**src/rtl/uart_debug_monitor.sv**
```systemverilog
// UART debug monitor: escape-key decode, run/halt/step control, status text and echo into a tx FIFO.
// Latency: control outputs one cycle after the rx byte, first message byte written the cycle after that.
// Backpressure: tx_valid/tx_ready drain the FIFO; writes into a full FIFO are dropped and flagged on ovf_o.
module uart_debug_monitor #(
    parameter int NKEYS        = 12,
    parameter int FKEY_PULSE   = 1,
    parameter int TXFIFO_DEPTH = 16,
    parameter int ESC_TIMEOUT  = 240000
) (
    input  logic             clk24,
    input  logic             rst_n,
    input  logic [7:0]       rx_data,
    input  logic             rx_valid,
    input  logic             ihex_error,
    output logic [7:0]       tx_data,
    output logic             tx_valid,
    input  logic             tx_ready,
    output logic             halt_o,
    output logic             step_o,
    output logic [NKEYS-1:0] fkeys_o,
    output logic             ovf_o
);
    typedef enum logic [1:0] {M_INIT, M_RUN, M_HALT} mode_t;
    typedef enum logic [2:0] {E_IDLE, E_1, E_2, E_3, E_4} esc_t;

    localparam logic [1:0] MSG_RUN  = 2'd0;
    localparam logic [1:0] MSG_HALT = 2'd1;
    localparam logic [1:0] MSG_ERR  = 2'd2;
    localparam int TW = $clog2(ESC_TIMEOUT + 1);
    localparam int PW = $clog2(FKEY_PULSE + 1);
    localparam logic [TW-1:0] TMR_END      = TW'(ESC_TIMEOUT);
    localparam logic [PW-1:0] PULSE_RELOAD = PW'(FKEY_PULSE - 1);

    function automatic logic [7:0] msg_char(input logic [1:0] id, input logic [2:0] idx);
        logic [7:0] c;
        c = 8'h0A;
        case (id)
            MSG_RUN:  case (idx) 3'd0: c = "R"; 3'd1: c = "U"; 3'd2: c = "N"; default: c = 8'h0A; endcase
            MSG_HALT: case (idx) 3'd0: c = "H"; 3'd1: c = "A"; 3'd2: c = "L"; 3'd3: c = "T"; default: c = 8'h0A; endcase
            default:  case (idx) 3'd0: c = "E"; 3'd1: c = "R"; 3'd2: c = "R"; default: c = 8'h0A; endcase
        endcase
        return c;
    endfunction

    mode_t mode, mode_nxt;
    esc_t  esc, esc_cur, esc_nxt;
    logic [6:0]       esc_code, code_nxt;
    logic [TW-1:0]    esc_tmr;
    logic             line_start, line_start_nxt;
    logic             rx_msg_req, echo_req, step_req, key_fire, is_digit;
    logic [1:0]       rx_msg_id;
    logic [7:0]       echo_byte;
    logic [3:0]       key_idx;
    logic [NKEYS-1:0] fkey_onehot;
    logic [PW-1:0]    fkey_cnt;
    logic             err_prev, err_pend, err_take;
    logic             msg_active, msg_q_vld, msg_last, echo_vld;
    logic [1:0]       msg_id, msg_q_id, req_id;
    logic [2:0]       msg_idx;
    logic [7:0]       echo_dat;
    logic             msg_req, slot_ok, q_start, req_start, req_queue;
    logic             fifo_wr_vld, fifo_wr_rdy;
    logic [7:0]       fifo_wr_dat;

    assign is_digit = (rx_data >= "0") && (rx_data <= "9");

    always_comb begin
        mode_nxt       = mode;
        esc_cur        = esc;
        line_start_nxt = line_start;
        code_nxt       = esc_code;
        rx_msg_req     = 1'b0;
        rx_msg_id      = MSG_RUN;
        echo_req       = 1'b0;
        echo_byte      = rx_data;
        step_req       = 1'b0;
        key_fire       = 1'b0;
        key_idx        = 4'd0;
        if (esc != E_IDLE && esc_tmr == TMR_END) esc_cur = E_IDLE;
        esc_nxt = esc_cur;
        unique case (mode)
            M_INIT: begin
                mode_nxt   = M_RUN;
                rx_msg_req = 1'b1;
            end
            M_RUN: if (rx_valid) begin
                if (rx_data == 8'h03) begin
                    mode_nxt       = M_HALT;
                    esc_nxt        = E_IDLE;
                    line_start_nxt = 1'b1;
                    rx_msg_req     = 1'b1;
                    rx_msg_id      = MSG_HALT;
                end else begin
                    // Any byte that does not advance the sequence drops to IDLE, ESC restarts it.
                    esc_nxt = (rx_data == 8'h1B) ? E_1 : E_IDLE;
                    case (esc_cur)
                        E_1: if (rx_data == "[") esc_nxt = E_2;
                        E_2: if (is_digit) begin
                            esc_nxt  = E_3;
                            code_nxt = {3'b000, rx_data[3:0]};
                        end
                        E_3: if (is_digit) begin
                            esc_nxt  = E_4;
                            code_nxt = esc_code * 7'd10 + {3'b000, rx_data[3:0]};
                        end
                        E_4: if (rx_data == "~") begin
                            if (esc_code >= 7'd11 && esc_code <= 7'd15) begin
                                key_fire = 1'b1;
                                key_idx  = 4'(esc_code - 7'd11);
                            end else if (esc_code >= 7'd17 && esc_code <= 7'd21) begin
                                key_fire = 1'b1;
                                key_idx  = 4'(esc_code - 7'd12);
                            end else if (esc_code == 7'd23 || esc_code == 7'd24) begin
                                key_fire = 1'b1;
                                key_idx  = 4'(esc_code - 7'd13);
                            end
                        end
                        default: ;
                    endcase
                end
            end
            M_HALT: if (rx_valid) begin
                if (line_start && rx_data == "c") begin
                    mode_nxt   = M_RUN;
                    rx_msg_req = 1'b1;
                end else if (line_start && rx_data == "s") begin
                    step_req = 1'b1;
                end else begin
                    echo_req       = 1'b1;
                    echo_byte      = (rx_data == 8'h0D) ? 8'h0A : rx_data;
                    line_start_nxt = (rx_data == 8'h0D) || (rx_data == 8'h0A);
                end
            end
            default: mode_nxt = M_INIT;
        endcase
    end

    always_comb begin
        fkey_onehot = '0;
        for (int k = 0; k < NKEYS; k++) fkey_onehot[k] = (key_idx == 4'(k));
    end

    always_ff @(posedge clk24 or negedge rst_n) begin
        if (!rst_n) begin
            mode       <= M_INIT;
            esc        <= E_IDLE;
            esc_code   <= 7'd0;
            line_start <= 1'b0;
        end else begin
            mode       <= mode_nxt;
            esc        <= esc_nxt;
            esc_code   <= code_nxt;
            line_start <= line_start_nxt;
        end
    end

    always_ff @(posedge clk24 or negedge rst_n) begin
        if (!rst_n) begin
            esc_tmr  <= '0;
            step_o   <= 1'b0;
            fkeys_o  <= '0;
            fkey_cnt <= '0;
            err_prev <= 1'b0;
            err_pend <= 1'b0;
        end else begin
            if (rx_valid) esc_tmr <= '0;
            else if (esc != E_IDLE && esc_tmr != TMR_END) esc_tmr <= esc_tmr + TW'(1);
            step_o <= step_req;
            // Out-of-range keys give an empty one-hot and leave any running pulse alone.
            if (key_fire && fkey_onehot != '0) begin
                fkeys_o  <= fkey_onehot;
                fkey_cnt <= PULSE_RELOAD;
            end else if (fkey_cnt != '0) begin
                fkey_cnt <= fkey_cnt - PW'(1);
            end else begin
                fkeys_o <= '0;
            end
            err_prev <= ihex_error;
            if (mode == M_HALT && ihex_error && !err_prev) err_pend <= 1'b1;
            else if (err_take) err_pend <= 1'b0;
        end
    end

    // One active message, one queued behind it; pending echo goes out before the queued one starts.
    assign msg_req   = rx_msg_req | err_pend;
    assign req_id    = rx_msg_req ? rx_msg_id : MSG_ERR;
    assign q_start   = msg_q_vld && !msg_active && !echo_vld;
    assign slot_ok   = !msg_q_vld || q_start;
    assign err_take  = err_pend && !rx_msg_req && slot_ok;
    assign req_start = msg_req && slot_ok && !msg_active && !msg_q_vld;
    assign req_queue = msg_req && slot_ok && !req_start;
    assign msg_last  = msg_active && (msg_idx == ((msg_id == MSG_HALT) ? 3'd4 : 3'd3));

    always_ff @(posedge clk24 or negedge rst_n) begin
        if (!rst_n) begin
            msg_active <= 1'b0;
            msg_id     <= MSG_RUN;
            msg_idx    <= 3'd0;
            msg_q_vld  <= 1'b0;
            msg_q_id   <= MSG_RUN;
            echo_vld   <= 1'b0;
            echo_dat   <= 8'h00;
            ovf_o      <= 1'b0;
        end else begin
            if (q_start) begin
                msg_active <= 1'b1;
                msg_id     <= msg_q_id;
                msg_idx    <= 3'd0;
            end else if (req_start) begin
                msg_active <= 1'b1;
                msg_id     <= req_id;
                msg_idx    <= 3'd0;
            end else if (msg_active) begin
                msg_idx <= msg_idx + 3'd1;
                if (msg_last) msg_active <= 1'b0;
            end
            if (req_queue) begin
                msg_q_vld <= 1'b1;
                msg_q_id  <= req_id;
            end else if (q_start) begin
                msg_q_vld <= 1'b0;
            end
            if (echo_req) begin
                echo_vld <= 1'b1;
                echo_dat <= echo_byte;
            end else if (!msg_active) begin
                echo_vld <= 1'b0;
            end
            if (fifo_wr_vld && !fifo_wr_rdy) ovf_o <= 1'b1;
        end
    end

    assign fifo_wr_vld = msg_active | echo_vld;
    assign fifo_wr_dat = msg_active ? msg_char(msg_id, msg_idx) : echo_dat;
    assign halt_o      = (mode == M_HALT);

    fifo #(.W(8), .DEPTH(TXFIFO_DEPTH)) u_txfifo (
        .clk    (clk24),
        .rst_n  (rst_n),
        .wr_vld (fifo_wr_vld),
        .wr_dat (fifo_wr_dat),
        .wr_rdy (fifo_wr_rdy),
        .rd_vld (tx_valid),
        .rd_dat (tx_data),
        .rd_rdy (tx_ready)
    );
endmodule

// Generic synchronous FIFO, power-of-two depth, extra pointer bit distinguishes full from empty.
// Latency: written data visible at rd_dat the cycle after the write.
// Backpressure: wr_rdy low when full unless the same cycle pops; rd_vld whenever not empty.
module fifo #(
    parameter int W     = 8,
    parameter int DEPTH = 16
) (
    input  logic         clk,
    input  logic         rst_n,
    input  logic         wr_vld,
    input  logic [W-1:0] wr_dat,
    output logic         wr_rdy,
    output logic         rd_vld,
    output logic [W-1:0] rd_dat,
    input  logic         rd_rdy
);
    localparam int AW = $clog2(DEPTH);

    logic [W-1:0] mem [DEPTH];
    logic [AW:0]  wr_ptr, rd_ptr;
    logic         empty, full, do_wr, do_rd;

    assign empty  = (wr_ptr == rd_ptr);
    assign full   = (wr_ptr[AW] != rd_ptr[AW]) && (wr_ptr[AW-1:0] == rd_ptr[AW-1:0]);
    assign do_rd  = rd_rdy && !empty;
    assign wr_rdy = !full || rd_rdy;
    assign do_wr  = wr_vld && wr_rdy;
    assign rd_vld = !empty;
    assign rd_dat = mem[rd_ptr[AW-1:0]];

    always_ff @(posedge clk) begin
        if (do_wr) mem[wr_ptr[AW-1:0]] <= wr_dat;
    end

    always_ff @(posedge clk or negedge rst_n) begin
        if (!rst_n) begin
            wr_ptr <= '0;
            rd_ptr <= '0;
        end else begin
            if (do_wr) wr_ptr <= wr_ptr + (AW+1)'(1);
            if (do_rd) rd_ptr <= rd_ptr + (AW+1)'(1);
        end
    end
endmodule
```
**config.mk**
```make
export PLATFORM = sky130hd
export DESIGN_NAME = uart_debug_monitor
export DESIGN_NICKNAME = d
export VERILOG_FILES = /design/src/rtl/uart_debug_monitor.sv
export SDC_FILE = /design/constraint.sdc
export NUM_CORES = 1
export LEC_CHECK = 0
export BUFFER_PORTS_ARGS = -buffer_cell sky130_fd_sc_hd__buf_2
export CAP_MARGIN = 25
export CORE_UTILIZATION = 35
export DETAILED_ROUTE_END_ITERATION = 8
export SLEW_MARGIN = 5
export SYNTH_ARGS = -nofsm -noshare
export SYNTH_HDL_FRONTEND = slang
export SYNTH_SLANG_ARGS = --single-unit
export TNS_END_PERCENT = 20
```
**constraint.sdc**
```tcl
create_clock -name clk24 -period 2.59 [get_ports clk24]
set_input_delay 0.259 -clock clk24 [delete_from_list [all_inputs] [get_ports clk24]]
set_output_delay 0.259 -clock clk24 [all_outputs]
set_load 0.005 [all_outputs]
```
== After elaboration in Yosys (flattened, before gate mapping) ==
Memory sizes are Yosys's and may differ from the RTL's.
Cells that the tools add are included.
Operators by class
  muxes and demuxes: 90
  $mul: 1
  add/subtract/negate cells: 9
  equality and inequality tests: 47
  reduce and logical (&&, ||, !) cells: 53
  bitwise operators: 3
  order comparisons: 6
Operators by type and width (number)
  two-way mux 8 bit: 6
  two-way mux 1 bit: 43
  two-way mux 18 bit: 2
  equality test 8 x 7 -> 1 bit, second input constant: 4
  two-way mux 4 bit: 8
  one-hot mux 7 bit (2 select lines): 2
  one-hot mux 7 bit (4 select lines): 1
  two-way mux 3 bit: 9
  two-way mux 12 bit: 2
  logical AND 1 bit: 23
  one-hot mux 7 bit (3 select lines): 1
  adder 18 x 1 -> 18 bit, second input constant: 1
  equality test 18 bit, second input constant: 1
  two-way mux 2 bit: 9
  != test 18 bit, second input constant: 1
  equality test 4 x 3 -> 1 bit, second input constant: 4
  equality test 4 bit, second input constant: 4
  equality test 8 x 4 -> 1 bit, second input constant: 2
  != test 2 bit, second input constant: 8
  one-hot mux 8 bit (2 select lines): 1
  equality test 7 x 5 -> 1 bit, second input constant: 2
  two-way mux 7 bit: 2
  equality test 3 x 2 -> 1 bit, second input constant: 4
  AND reduction 6 bit: 2
  41 further kinds: 67
Word-level totals
  bits in writable memories: 128
  flip-flop bits (word level): 76
  output and inout bits: 24
  memories kept: 1
  logic and storage cells: 230
Memory list
  u_txfifo.mem: words 16, bits a word 8, rd ports 1, clocked after memory_dff 0, wr ports 1, line 267  | logic [W-1:0] mem [DEPTH];

== Logic depth before layout (Yosys ltp) ==
  depth after elaboration: 14
  mapped depth: 9

== Hierarchy ==
From an unflattened synthesis, not the netlist that was laid out.
Unflattened totals
  cell total of the unflattened synthesis: 763
  area total of the unflattened synthesis: 9791.9 um^2
By module, submodules not included
  fifo: sequential area each 4093.9 um^2, cells each 330, times used 1, area each 5725.5 um^2
  uart_debug_monitor: sequential area each 1626.6 um^2, cells each 433, times used 1, area each 4066.4 um^2

== Least setup slack after synthesis ==
Ideal clock, no wire load.
  path type: register -> register
  from: register msg_active
  to: memory u_txfifo.mem[0][4] (data pin)
  buffers on the path: 1
  setup time: 392 ps
  cell stages (with the launch flop): 4
  data required time: 2198 ps
  data arrival time: 1895 ps
  slack: 303 ps
  clock period less this slack: 2287 ps
  cells stage by stage: dfrtp_1 clkbuf_1 inv_1 o41ai_1
On the way
  cells in the longest elaborated chain, start to end: 1
Ends and longest elaborated chain
  start: declaration: line 57  | logic msg_active, msg_q_vld, msg_last, echo_vld;
  start signal: assignment: line 196  | msg_active <= 1'b0;
  start signal: assignment: line 206  | msg_active <= 1'b1;
  start signal: assignment: line 210  | msg_active <= 1'b1;
  two-way mux 8 bit: line 234  | assign fifo_wr_dat = msg_active ? msg_char(msg_id, msg_idx) : echo_dat;
  via fifo_wr_dat[4]: line 63  | logic [7:0] fifo_wr_dat;
  end: declaration: line 267
The timed path passes the listed nets, and every way through them passes these cells.

== Final worst setup path ==
  from: register u_txfifo.rd_ptr[0]
  to: output tx_data[1]
On the way
  cells in the longest elaborated chain, start to end: 1
Ends and longest elaborated chain
  start: declaration: line 268  | logic [AW:0] wr_ptr, rd_ptr;
  start signal: assignment: line 289  | if (do_rd) rd_ptr <= rd_ptr + (AW+1)'(1);
  memory (16 x 8 bit)
  end: declaration: line 15  | output logic [7:0] tx_data,
Every way passes these cells.

==> results.yml <==
synthesis:
  yosysMostFrequentCell: "edfxtp_1"
  postSynthCellCount: 671
  syn-num-nets: 713
  synth_common_cells: "edfxtp_1 (128), dfrtp_1 (75), nor2_1 (46)"
  ys_warn_count: 0
  ys_seq_area_frac: 0.6017
  synth_top_area_frac: 0.4043
  synth_cell_types: 76
  synth_flop_cell: "edfxtp_1"
  synth-edff-count: 128
  syn_area_um2: 9508
  synth_area_leaders: "edfxtp_1 (40%), dfrtp_1 (20%), mux4_2 (9.5%), ha_1 (3.6%), xnor2_1 (2.6%)"
  ys_ff_latch: 203
  avgSynthCellArea_um2: 14.17
  synth_top_area_cell: "edfxtp_1"
  synthArstFlopShare: 0.3695
run_status:
  outcome: "finished, violations left"
  violations: "negative setup slack"
grt:
  overflow: 0
  grt_pass1_wl_um: 31930
  busiest_layer: "met2"
  antenna_found_initial: 0
  grt_pass1_vias: 5852
  use_met3: 0.01972
  grt_start_max_net_pins: 47
  met1_usage: 0.1937
  grt_use_total: 0.1434
  met2_usage: 0.2423
floorplanning:
  io_pins: 37
  fp.dieW_um: 166.8
  fp.dieH_um: 166.8
  core_area_um2: 26350
  start_util: 0.3608
  die_area_um2: 27830
  fp-row-count: 59
sta:
  tightest_slew_ns: 0.6006
  rsz0062_at_grt: "yes"
  post-route-period-util: 1.028
  slew_headroom: 0.5996
  hold_ws_ns: 0.04106
  skew_ns: 0.009571
  fmax_mhz: 375.6
  setup_violations: 8
  final.min_clock_period_ns: 2.663
  layout_setup_ws_ns: -0.07253
  final_max_slew_viol_count: 0
  setup_tns_ns: -0.4638
  final_hold_viol_count: 0
clock_network:
  clk_pin_slew_ns: 0.06
  clkSinkCount: 203
  cts-htree-levels: 1
  clock-root-buffer: "clkbuf_16"
  cts_tree: "done"
  cts.path.max_buffers: 3
  clock_latency_ns: 0.52
  cts_made_buffers: 23
critical_path:
  endpoint_kind: "output pin"
  worst-path-buf-inv: 4
  worst_ep_arrival_time_ns: 2.40
  crit_type: "reg -> out"
  path_delay_family: "multiplexers"
  crit_slowest_cell: "mux4_2"
  crit_fanout: 5
  worstPathCellList: "buf_12, buf_12, buf_16, mux4_2, mux4_2, buf_2"
  crit_path_start_kind: "flip-flop"
  critical_path_required_ns: 2.33
  slowest_delay_ns: 0.48
placement:
  place_congestion: 0.8337
  pre_cts_ws_ns: 0.2173
  dpl.hpwl_um: 13390
  io_buffers: 36
job:
  maxCapViolations: 0
layout:
  layout-drive-gt1-share: 0.2536
  multiInputGateArea_um2: 3527
  syn_to_final_growth_pct: 18.16
  n_fill_cell: 2385
  num_antenna_cells: 0
  ff_latch_area_um2: 5722
  final_nets: 795
drt:
  drc: 0
  dr.pass1.iters: 4
  drt-total-wl_um: 19550
  initialDrtViolationCount: 382
  vias_per_cell: 5.110
  detail-route-antenna-nets: 0
  post_drt_wl_per_cell_um: 17.70
  num_vias: 5641
pwr:
  p_leak_uw: 0.004289
  vdd_drop_max_mv: 0.4765
  finalPower_uw: 9330
  p_per_area_nw_per_um2: 830.5
min_path:
  hp-class: "in -> reg"
flip-flops by register name, indices dropped and copies added (netlist names), 5 cells and up:
register / cells
u_txfifo.wr_ptr: 5
u_txfifo.rd_ptr: 5
fkeys_o: 12
esc_tmr: 18
echo_dat: 8
u_txfifo.mem: 128
esc_code: 7
path summary, 6_finish.rpt:
kind | start | to | slack [ns] | cells after the start
max | u_txfifo.rd_ptr[0] | tx_data[1] | -0.07 | 6
min | rx_data[4] | step_o | 0.04 | 3
max reg2reg | esc_code[0] | fkeys_o[7] | 0.23 | 7
min reg2reg | ovf_o | ovf_o | 0.47 | 1
max in group asynchronous | rst_n | echo_dat[3] | 1.63 | 3
min in group asynchronous | rst_n | esc_tmr[0] | 0.28 | 2
power breakdown:
part	switching (µW)	internal [µW]	leakage [µW]
sequential	149	3660	0.00213
combinational	1120	1310	0.00180
clock	1280	1820	0.000358
total	2550	6780	0.00429
placed cells by master (no fill, tap or decap), types with 7 or more instances in the layout:
cell type	count
a21oi_1	18
and2_1	11
and3_1	7
buf_2	35
buf_4	38
clkbuf_16	23
dfrtp_1	74
edfxtp_1	128
ha_1	27
inv_1	33
mux2_2	12
mux4_2	40
nand2_1	33
nand3_1	15
nand4_1	8
nor2_1	46
nor2b_1	7
nor3_1	15
o21ai_0	22
or3_1	7
xnor2_1	28
xor2_1	8
area by class of cell:
cell class,instances,area share
Sequential cell,203,0.5093
Multi-Input combinational cell,406,0.3140
Timing Repair Buffer,86,0.06382
Clock buffer,29,0.05591
Tap cell,335,0.03731
Inverter,33,0.01103
Clock inverter,12,0.008687
cell families after synthesis:
logic type,count (synthesis),synth area share
DFF,203,0.6017
and+or+nand+nor,191,0.1112
adders and majority gates,29,0.03974
muxes,57,0.1142
AOI/OAI and AO/OA,93,0.07186
xor gates and xnor gates,36,0.03316
buffers and inverters,62,0.02816
through the flow:
| stage | area, µm² | utilization | instances |
|---|---|---|---|
| after floorplan | 9508 | - | 671 |
| after global placement | 10270 | 0.3897 | 1049 |
| after detailed placement | 10280 | 0.3903 | 1051 |
| after CTS | 11230 | 0.4260 | 1103 |
| after global routing | 11230 | 0.4263 | 1104 |
| final | 11230 | 0.4263 | 1104 |
routing by layer:
metal	vias to the layer above	share of wire
met5	-	0
met4	0	0.017
met3	26	0.033
met2	110	0.49
met1	2803	0.46
li1	2702	-
worst register-to-register path, cell delays in order (launching register included):
cell	delay (ns)
dfrtp_1	0.52
ha_1	0.32
a2bb2oi_1	0.25
a22oi_2	0.16
o211ai_1	0.31
o2111ai_1	0.27
nor4_2	0.23
and4_1	0.23
timing repair:
item | CTS | global route
hold buffers | 2 | 0
endpoints found under the setup margin | 8 | 8
setup buffers | 5 | 0
cloned | 4 | 0
resized for setup | 10 | 0
hold endpoints to repair | 46 | 0
No activity file was read; power rests on OpenSTA's default activity.
